--- config.mk ---
export PLATFORM = sky130hd
export DESIGN_NAME = mapu_b_arb
export DESIGN_NICKNAME = d
export VERILOG_FILES = /design/src/rtl/mapu_b_arb_pkg.sv /design/src/rtl/mapu_b_rr_arb.sv /design/src/rtl/mapu_b_arb.sv
export SDC_FILE = /design/constraint.sdc
export NUM_CORES = 1
export LEC_CHECK = 0
export CAP_MARGIN = 15
export CORE_AREA = 4 4 195 197
export DETAILED_ROUTE_END_ITERATION = 7
export DIE_AREA = 0 0 199 201
export PLACE_DENSITY = 0.55
export SYNTH_ARGS = -nofsm -noshare
export SYNTH_HDL_FRONTEND = slang
export SYNTH_SLANG_ARGS = --single-unit
export TNS_END_PERCENT = 10
--- constraint.sdc ---
create_clock -name clk -period 4.4 [get_ports clk]
set_input_delay 0.44 -clock clk [delete_from_list [all_inputs] [get_ports clk]]
set_output_delay 0.44 -clock clk [all_outputs]
set_load 0.02 [all_outputs]
--- src/rtl/mapu_b_arb_pkg.sv ---
// Shared types and constants for the MAPU job scheduler.
package mapu_b_arb_pkg;

    typedef enum logic [2:0] {
        ST_IDLE     = 3'd0,
        ST_SEND_A   = 3'd1,
        ST_SEND_B   = 3'd2,
        ST_WAIT_RSP = 3'd3,
        ST_RETURN   = 3'd4
    } state_t;

    localparam logic OP_ADD = 1'b0;
    localparam logic OP_MUL = 1'b1;

    // Width of a requester index; never narrower than one bit.
    function automatic int idx_width(input int num_req);
        return (num_req > 1) ? $clog2(num_req) : 1;
    endfunction

endpackage

--- src/rtl/mapu_b_rr_arb.sv ---
// Combinational round-robin picker: first active request at or after ptr.
module mapu_b_rr_arb
    import mapu_b_arb_pkg::*;
#(
    parameter int NUM_REQ = 2,
    parameter int IDX_W   = idx_width(NUM_REQ)
) (
    input  logic [NUM_REQ-1:0] req,
    input  logic [IDX_W-1:0]   ptr,
    output logic [NUM_REQ-1:0] gnt,
    output logic [IDX_W-1:0]   idx
);

    localparam int CW = IDX_W + 1;

    logic [CW-1:0] cand;
    logic          found;

    // Walk the requesters starting at ptr, wrapping once, and keep the first hit.
    always_comb begin
        gnt   = '0;
        idx   = '0;
        found = 1'b0;
        cand  = '0;
        for (int i = 0; i < NUM_REQ; i++) begin
            cand = {1'b0, ptr} + CW'(i);
            if (cand >= CW'(NUM_REQ)) begin
                cand = cand - CW'(NUM_REQ);
            end
            if (!found && req[cand[IDX_W-1:0]]) begin
                found                 = 1'b1;
                gnt[cand[IDX_W-1:0]]  = 1'b1;
                idx                   = cand[IDX_W-1:0];
            end
        end
    end

endmodule

--- src/rtl/mapu_b_arb.sv ---
// Round-robin job scheduler sharing one MAPU between NUM_REQ requesters.
//
// state       | meaning
// ------------+-----------------------------------------------------------
// ST_IDLE     | no job; pick a winner when any requester is valid
// ST_SEND_A   | pass operand A beat of the granted requester to the MAPU
// ST_SEND_B   | pass operand B beat of the granted requester to the MAPU
// ST_WAIT_RSP | accept MAPU result, or abort after TIMEOUT cycles
// ST_RETURN   | present result to the owner until it takes it
module mapu_b_arb
    import mapu_b_arb_pkg::*;
#(
    parameter int DATA_WIDTH = 32,
    parameter int NUM_REQ    = 2,
    parameter int TIMEOUT    = 256
) (
    input  logic                          clk,
    input  logic                          reset_n,
    input  logic [NUM_REQ-1:0]            req_vld,
    output logic [NUM_REQ-1:0]            req_rdy,
    input  logic [NUM_REQ-1:0]            req_op,
    input  logic [NUM_REQ*DATA_WIDTH-1:0] req_r0,
    input  logic [NUM_REQ*DATA_WIDTH-1:0] req_r1,
    input  logic [NUM_REQ*DATA_WIDTH-1:0] req_r2,
    output logic [NUM_REQ-1:0]            rsp_vld,
    input  logic [NUM_REQ-1:0]            rsp_rdy,
    output logic [DATA_WIDTH-1:0]         rsp_r0,
    output logic [DATA_WIDTH-1:0]         rsp_r1,
    output logic [DATA_WIDTH-1:0]         rsp_r2,
    output logic                          rsp_of,
    output logic                          rsp_err,
    output logic                          mapu_en,
    output logic                          mapu_op,
    output logic                          mapu_i_vld,
    input  logic                          mapu_i_rdy_n,
    output logic [DATA_WIDTH-1:0]         mapu_i_r0,
    output logic [DATA_WIDTH-1:0]         mapu_i_r1,
    output logic [DATA_WIDTH-1:0]         mapu_i_r2,
    input  logic                          mapu_o_vld,
    output logic                          mapu_o_rdy,
    input  logic [DATA_WIDTH-1:0]         mapu_o_r0,
    input  logic [DATA_WIDTH-1:0]         mapu_o_r1,
    input  logic [DATA_WIDTH-1:0]         mapu_o_r2,
    input  logic                          mapu_o_of
);

    localparam int IDX_W = idx_width(NUM_REQ);
    localparam int CNT_W = $clog2(TIMEOUT + 1) + 1;

    state_t                  state, state_nxt;
    logic [IDX_W-1:0]        ptr, gidx, win_idx;
    logic [NUM_REQ-1:0]      win_gnt;
    logic [CNT_W-1:0]        tmo_cnt;
    logic [DATA_WIDTH-1:0]   res_r0, res_r1, res_r2;
    logic                    res_of, res_err;
    logic                    grant_ld, res_ld, tmo_hit, done;

    mapu_b_rr_arb #(
        .NUM_REQ (NUM_REQ),
        .IDX_W   (IDX_W)
    ) u_rr (
        .req (req_vld),
        .ptr (ptr),
        .gnt (win_gnt),
        .idx (win_idx)
    );

    // State register.
    always_ff @(posedge clk or negedge reset_n) begin
        if (!reset_n) begin
            state <= ST_IDLE;
        end else begin
            state <= state_nxt;
        end
    end

    // Next state, handshake steering and datapath load strobes.
    always_comb begin
        state_nxt  = state;
        grant_ld   = 1'b0;
        res_ld     = 1'b0;
        tmo_hit    = 1'b0;
        done       = 1'b0;
        req_rdy    = '0;
        rsp_vld    = '0;
        mapu_i_vld = 1'b0;
        mapu_o_rdy = 1'b0;
        mapu_i_r0  = '0;
        mapu_i_r1  = '0;
        mapu_i_r2  = '0;
        case (state)
            ST_IDLE: begin
                if (|req_vld) begin
                    grant_ld  = 1'b1;
                    state_nxt = ST_SEND_A;
                end
            end
            ST_SEND_A, ST_SEND_B: begin
                mapu_i_vld    = req_vld[gidx];
                req_rdy[gidx] = mapu_i_rdy_n;
                mapu_i_r0     = req_r0[int'(gidx)*DATA_WIDTH +: DATA_WIDTH];
                mapu_i_r1     = req_r1[int'(gidx)*DATA_WIDTH +: DATA_WIDTH];
                mapu_i_r2     = req_r2[int'(gidx)*DATA_WIDTH +: DATA_WIDTH];
                if (req_vld[gidx] && mapu_i_rdy_n) begin
                    state_nxt = (state == ST_SEND_A) ? ST_SEND_B : ST_WAIT_RSP;
                end
            end
            ST_WAIT_RSP: begin
                mapu_o_rdy = 1'b1;
                // A response landing on the last allowed cycle beats the abort.
                if (mapu_o_vld) begin
                    res_ld    = 1'b1;
                    state_nxt = ST_RETURN;
                end else if ((TIMEOUT != 0) && (tmo_cnt == CNT_W'(TIMEOUT - 1))) begin
                    tmo_hit   = 1'b1;
                    state_nxt = ST_RETURN;
                end
            end
            ST_RETURN: begin
                rsp_vld[gidx] = 1'b1;
                if (rsp_rdy[gidx]) begin
                    done      = 1'b1;
                    state_nxt = ST_IDLE;
                end
            end
            default: state_nxt = ST_IDLE;
        endcase
    end

    // Grant, control plane, watchdog and result registers.
    always_ff @(posedge clk or negedge reset_n) begin
        if (!reset_n) begin
            ptr     <= '0;
            gidx    <= '0;
            mapu_en <= 1'b0;
            mapu_op <= OP_ADD;
            tmo_cnt <= '0;
            res_r0  <= '0;
            res_r1  <= '0;
            res_r2  <= '0;
            res_of  <= 1'b0;
            res_err <= 1'b0;
        end else begin
            if (grant_ld) begin
                gidx    <= win_idx;
                mapu_op <= (|(win_gnt & req_op)) ? OP_MUL : OP_ADD;
                mapu_en <= 1'b1;
            end
            if (state == ST_WAIT_RSP) begin
                tmo_cnt <= tmo_cnt + 1'b1;
            end
            if (res_ld) begin
                res_r0  <= mapu_o_r0;
                res_r1  <= mapu_o_r1;
                res_r2  <= mapu_o_r2;
                res_of  <= mapu_o_of;
                res_err <= 1'b0;
            end
            if (tmo_hit) begin
                res_r0  <= '0;
                res_r1  <= '0;
                res_r2  <= '0;
                res_of  <= 1'b0;
                res_err <= 1'b1;
            end
            if (done) begin
                ptr     <= (gidx == IDX_W'(NUM_REQ - 1)) ? '0 : gidx + 1'b1;
                mapu_en <= 1'b0;
                tmo_cnt <= '0;
            end
        end
    end

    assign rsp_r0  = res_r0;
    assign rsp_r1  = res_r1;
    assign rsp_r2  = res_r2;
    assign rsp_of  = res_of;
    assign rsp_err = res_err;

endmodule

==> flow_metrics.tcl <==
set metrics [dict create \
    busiest_layer "met2" \
    viasPerCell 4.129 \
    p_per_area_nw_per_um2 693.0 \
    row_count 70 \
    io_buffers 500 \
    cts-root-buf "clkbuf_16" \
    cts_hold_buf 0 \
    hp-class "in -> async" \
    seq_area_sq_um 2882 \
    drive_gt1_frac 0.05034 \
    drtAntennaViolNets 0 \
    die-area_sq_um 40000 \
    cap_violations 0 \
    path_max_fanout 52 \
    dpl-instance-area_sq_um 11270 \
    grt_usage 0.1340 \
    period_needed_ns 3.178 \
    antenna_found_initial 7 \
    power_uw 8247 \
    final_nets 1320 \
    clk_latency_ns 0.42 \
    vias 6222 \
    area_growth_pct 104.9 \
    fin_area_sq_um 11900 \
    startpoint_type "flop" \
    ctsResizeCount 0 \
    final_util 0.3282 \
    path_class "reg -> out" \
    critical_path.endpoint_type "primary output" \
    grt_util_met2 0.2338 \
    drtIter0Drc 191 \
    synth_edf_count 0 \
    max_slew_margin 0.2069 \
    postCtsSetupBuffers 0 \
    async_flop_share 1.000 \
    clk_path_buf_depth 2 \
    cts_tree "built" \
    finalMaxSlewViolations 0 \
    ys_ff_latch 115 \
    status "finished clean" \
    rsz0062_at_grt "false" \
    r2r_cells 4 \
    synth_ff_type "dfrtp_1" \
    grt_pass1_vias 6773 \
    tightest_slew_ns 1.190 \
    yosys_warnings 0 \
    crit_arrival_ns 2.74 \
    power_leakage_uw 0.005330 \
    io_pins 501 \
    wl_per_cell_um 18.70 \
    cts_max_level 4 \
    cts_sinks 115 \
    multi_input_area_sq_um 2705 \
    fp.dieW_um 199 \
    drt_pass1_iterations 4 \
    seq_area_frac_synth 0.4955 \
    avgSynthCellArea_sq_um 10.80 \
    finalSetupViolCount 0 \
    hold_viol_final 0 \
    met1_usage 0.1418 \
    layout_worst_path_cycle_share 0.7222 \
    tns_ns 0 \
    syn_area_sq_um 5808 \
    synthesis.instances 538 \
    gp_congestion 0.8463 \
    synth.net_count 838 \
    met3_usage 0.05556 \
    grt_max_degree 100 \
    dieHeight_um 201 \
    drc_errors 0 \
    peakVddDrop_mv 0.2971 \
    layout_commonest_cell "clkdlybuf4s50_1" \
    fillers 3769 \
    initial_utilization 0.1602 \
    fmax_ghz 0.3147 \
    skew_ns 0.008901 \
    drt-total-wl_mm 28.18 \
    core_area_sq_um 36260 \
    most-common-layout-cells "clkdlybuf4s50_1 (499), nor2_1 (115), dfrtp_1 (114)" \
    dpl.hpwl_mm 22.15 \
    cp.required_ns 3.96 \
    numCtsBuffers 17 \
    clkTransAtPathRegs_ns 0.06 \
    yosysUniqueCellTypes 37 \
    gr-total-overflow 0 \
    grt_first_pass_wirelength_mm 40.83 \
]
-- sequential cells by signal, summed over array words and instances (netlist names) --
register	flops
gidx	1
mapu_en	1
mapu_op	1
ptr	1
rsp_err	1
rsp_of	1
rsp_r0	32
rsp_r1	32
rsp_r2	32
state	3
tmo_cnt	10
-- final timing paths --
check / to / slack (ns) / startpoint
max: mapu_i_r2[9] / 1.22 / gidx$_DFFE_PN0P_
min in group clk: mapu_en$_DFFE_PN0P_ / 0.49 / mapu_en$_DFFE_PN0P_
max in group asynchronous: rsp_r1[29]$_DFFE_PN0P_ / 3.30 / reset_n
min: rsp_r1[3]$_DFFE_PN0P_ / 0.1 / reset_n
min reg2reg: mapu_en$_DFFE_PN0P_ / 0.49 / mapu_en$_DFFE_PN0P_
max reg2reg: rsp_r1[12]$_DFFE_PN0P_ / 2.04 / state[2]$_DFFE_PN0P_
-- report_power, final --
| part | internal [uW] | switching, uW | leakage (uW) |
|---|---|---|---|
| logic | 2420 | 2470 | 0.00361 |
| clock network | 920 | 503 | 0.000288 |
| registers | 1540 | 388 | 0.00143 |
| total | 4880 | 3360 | 0.00533 |
-- cells in the mapped netlist (2+ instances only) --
| library cell | instances | area share |
|---|---|---|
| a21o_1 | 2 | 0.0026 |
| a21oi_1 | 6 | 0.0052 |
| a22o_1 | 97 | 0.15 |
| a31oi_1 | 2 | 0.0022 |
| and2_1 | 2 | 0.0022 |
| buf_2 | 14 | 0.012 |
| buf_4 | 2 | 0.0026 |
| buf_6 | 4 | 0.0078 |
| clkbuf_1 | 27 | 0.017 |
| dfrtp_1 | 115 | 0.50 |
| inv_1 | 2 | 0.0013 |
| mux2i_1 | 98 | 0.17 |
| nand2_1 | 10 | 0.0065 |
| nand2b_1 | 3 | 0.0032 |
| nand3_1 | 2 | 0.0017 |
| nand4_1 | 3 | 0.0032 |
| nor2_1 | 115 | 0.074 |
| nor3_1 | 4 | 0.0034 |
| nor4_1 | 2 | 0.0022 |
| o21ai_0 | 3 | 0.0026 |
| or3_1 | 3 | 0.0032 |
| xnor2_1 | 4 | 0.0060 |
| xor2_1 | 4 | 0.0060 |
-- per-layer routing --
metal	wire, um	vias up
met5	7	-
met4	521	2
met3	2738	30
met2	14470	309
met1	10450	2962
li1	-	2919
-- logic make-up (layout without fill, tap and decap cells) --
family	count (synthesis)	count (layout)	share of synthesized area
and+or+nand+nor	151	151	0.1131
DFF	115	115	0.4955
AOI/OAI and AO/OA	114	114	0.1646
muxes	99	99	0.1708
buffers and inverters	50	545	0.04179
xor gates and xnor gates	8	8	0.01206
adders and majority gates	1	1	0.002154
other	0	6	0
-- layout make-up --
class,count,area share
diodes,6,0.001262
clock buffers,20,0.03837
clock inverters,12,0.01314
inverters,3,0.0009462
multi-input cells,373,0.2273
flip-flops and latches,115,0.2421
well taps,468,0.04920
repair buffers,510,0.4277
-- stage by stage --
step | hold slack [ns] | std cells | setup slack, ns
4_1_cts | 0.1174 | 1501 | 1.208
2_1_floorplan | 0.1444 | 538 | 2.342
3_5_place_dp | 0.4803 | 1469 | 1.679
5_1_grt | 0.1553 | 1507 | 1.092
3_3_place_gp | 0.4827 | 1469 | 1.700
6_report | 0.09549 | 1507 | 1.222
-- worst max-delay path, stage by stage, from the launching register on --
cell and delay, ns:
dfrtp_4 0.97, buf_12 0.33, mux2i_1 0.30, nor2_1 0.07, clkdlybuf4s50_1 0.58
No activity file was read; power rests on OpenSTA's default activity.
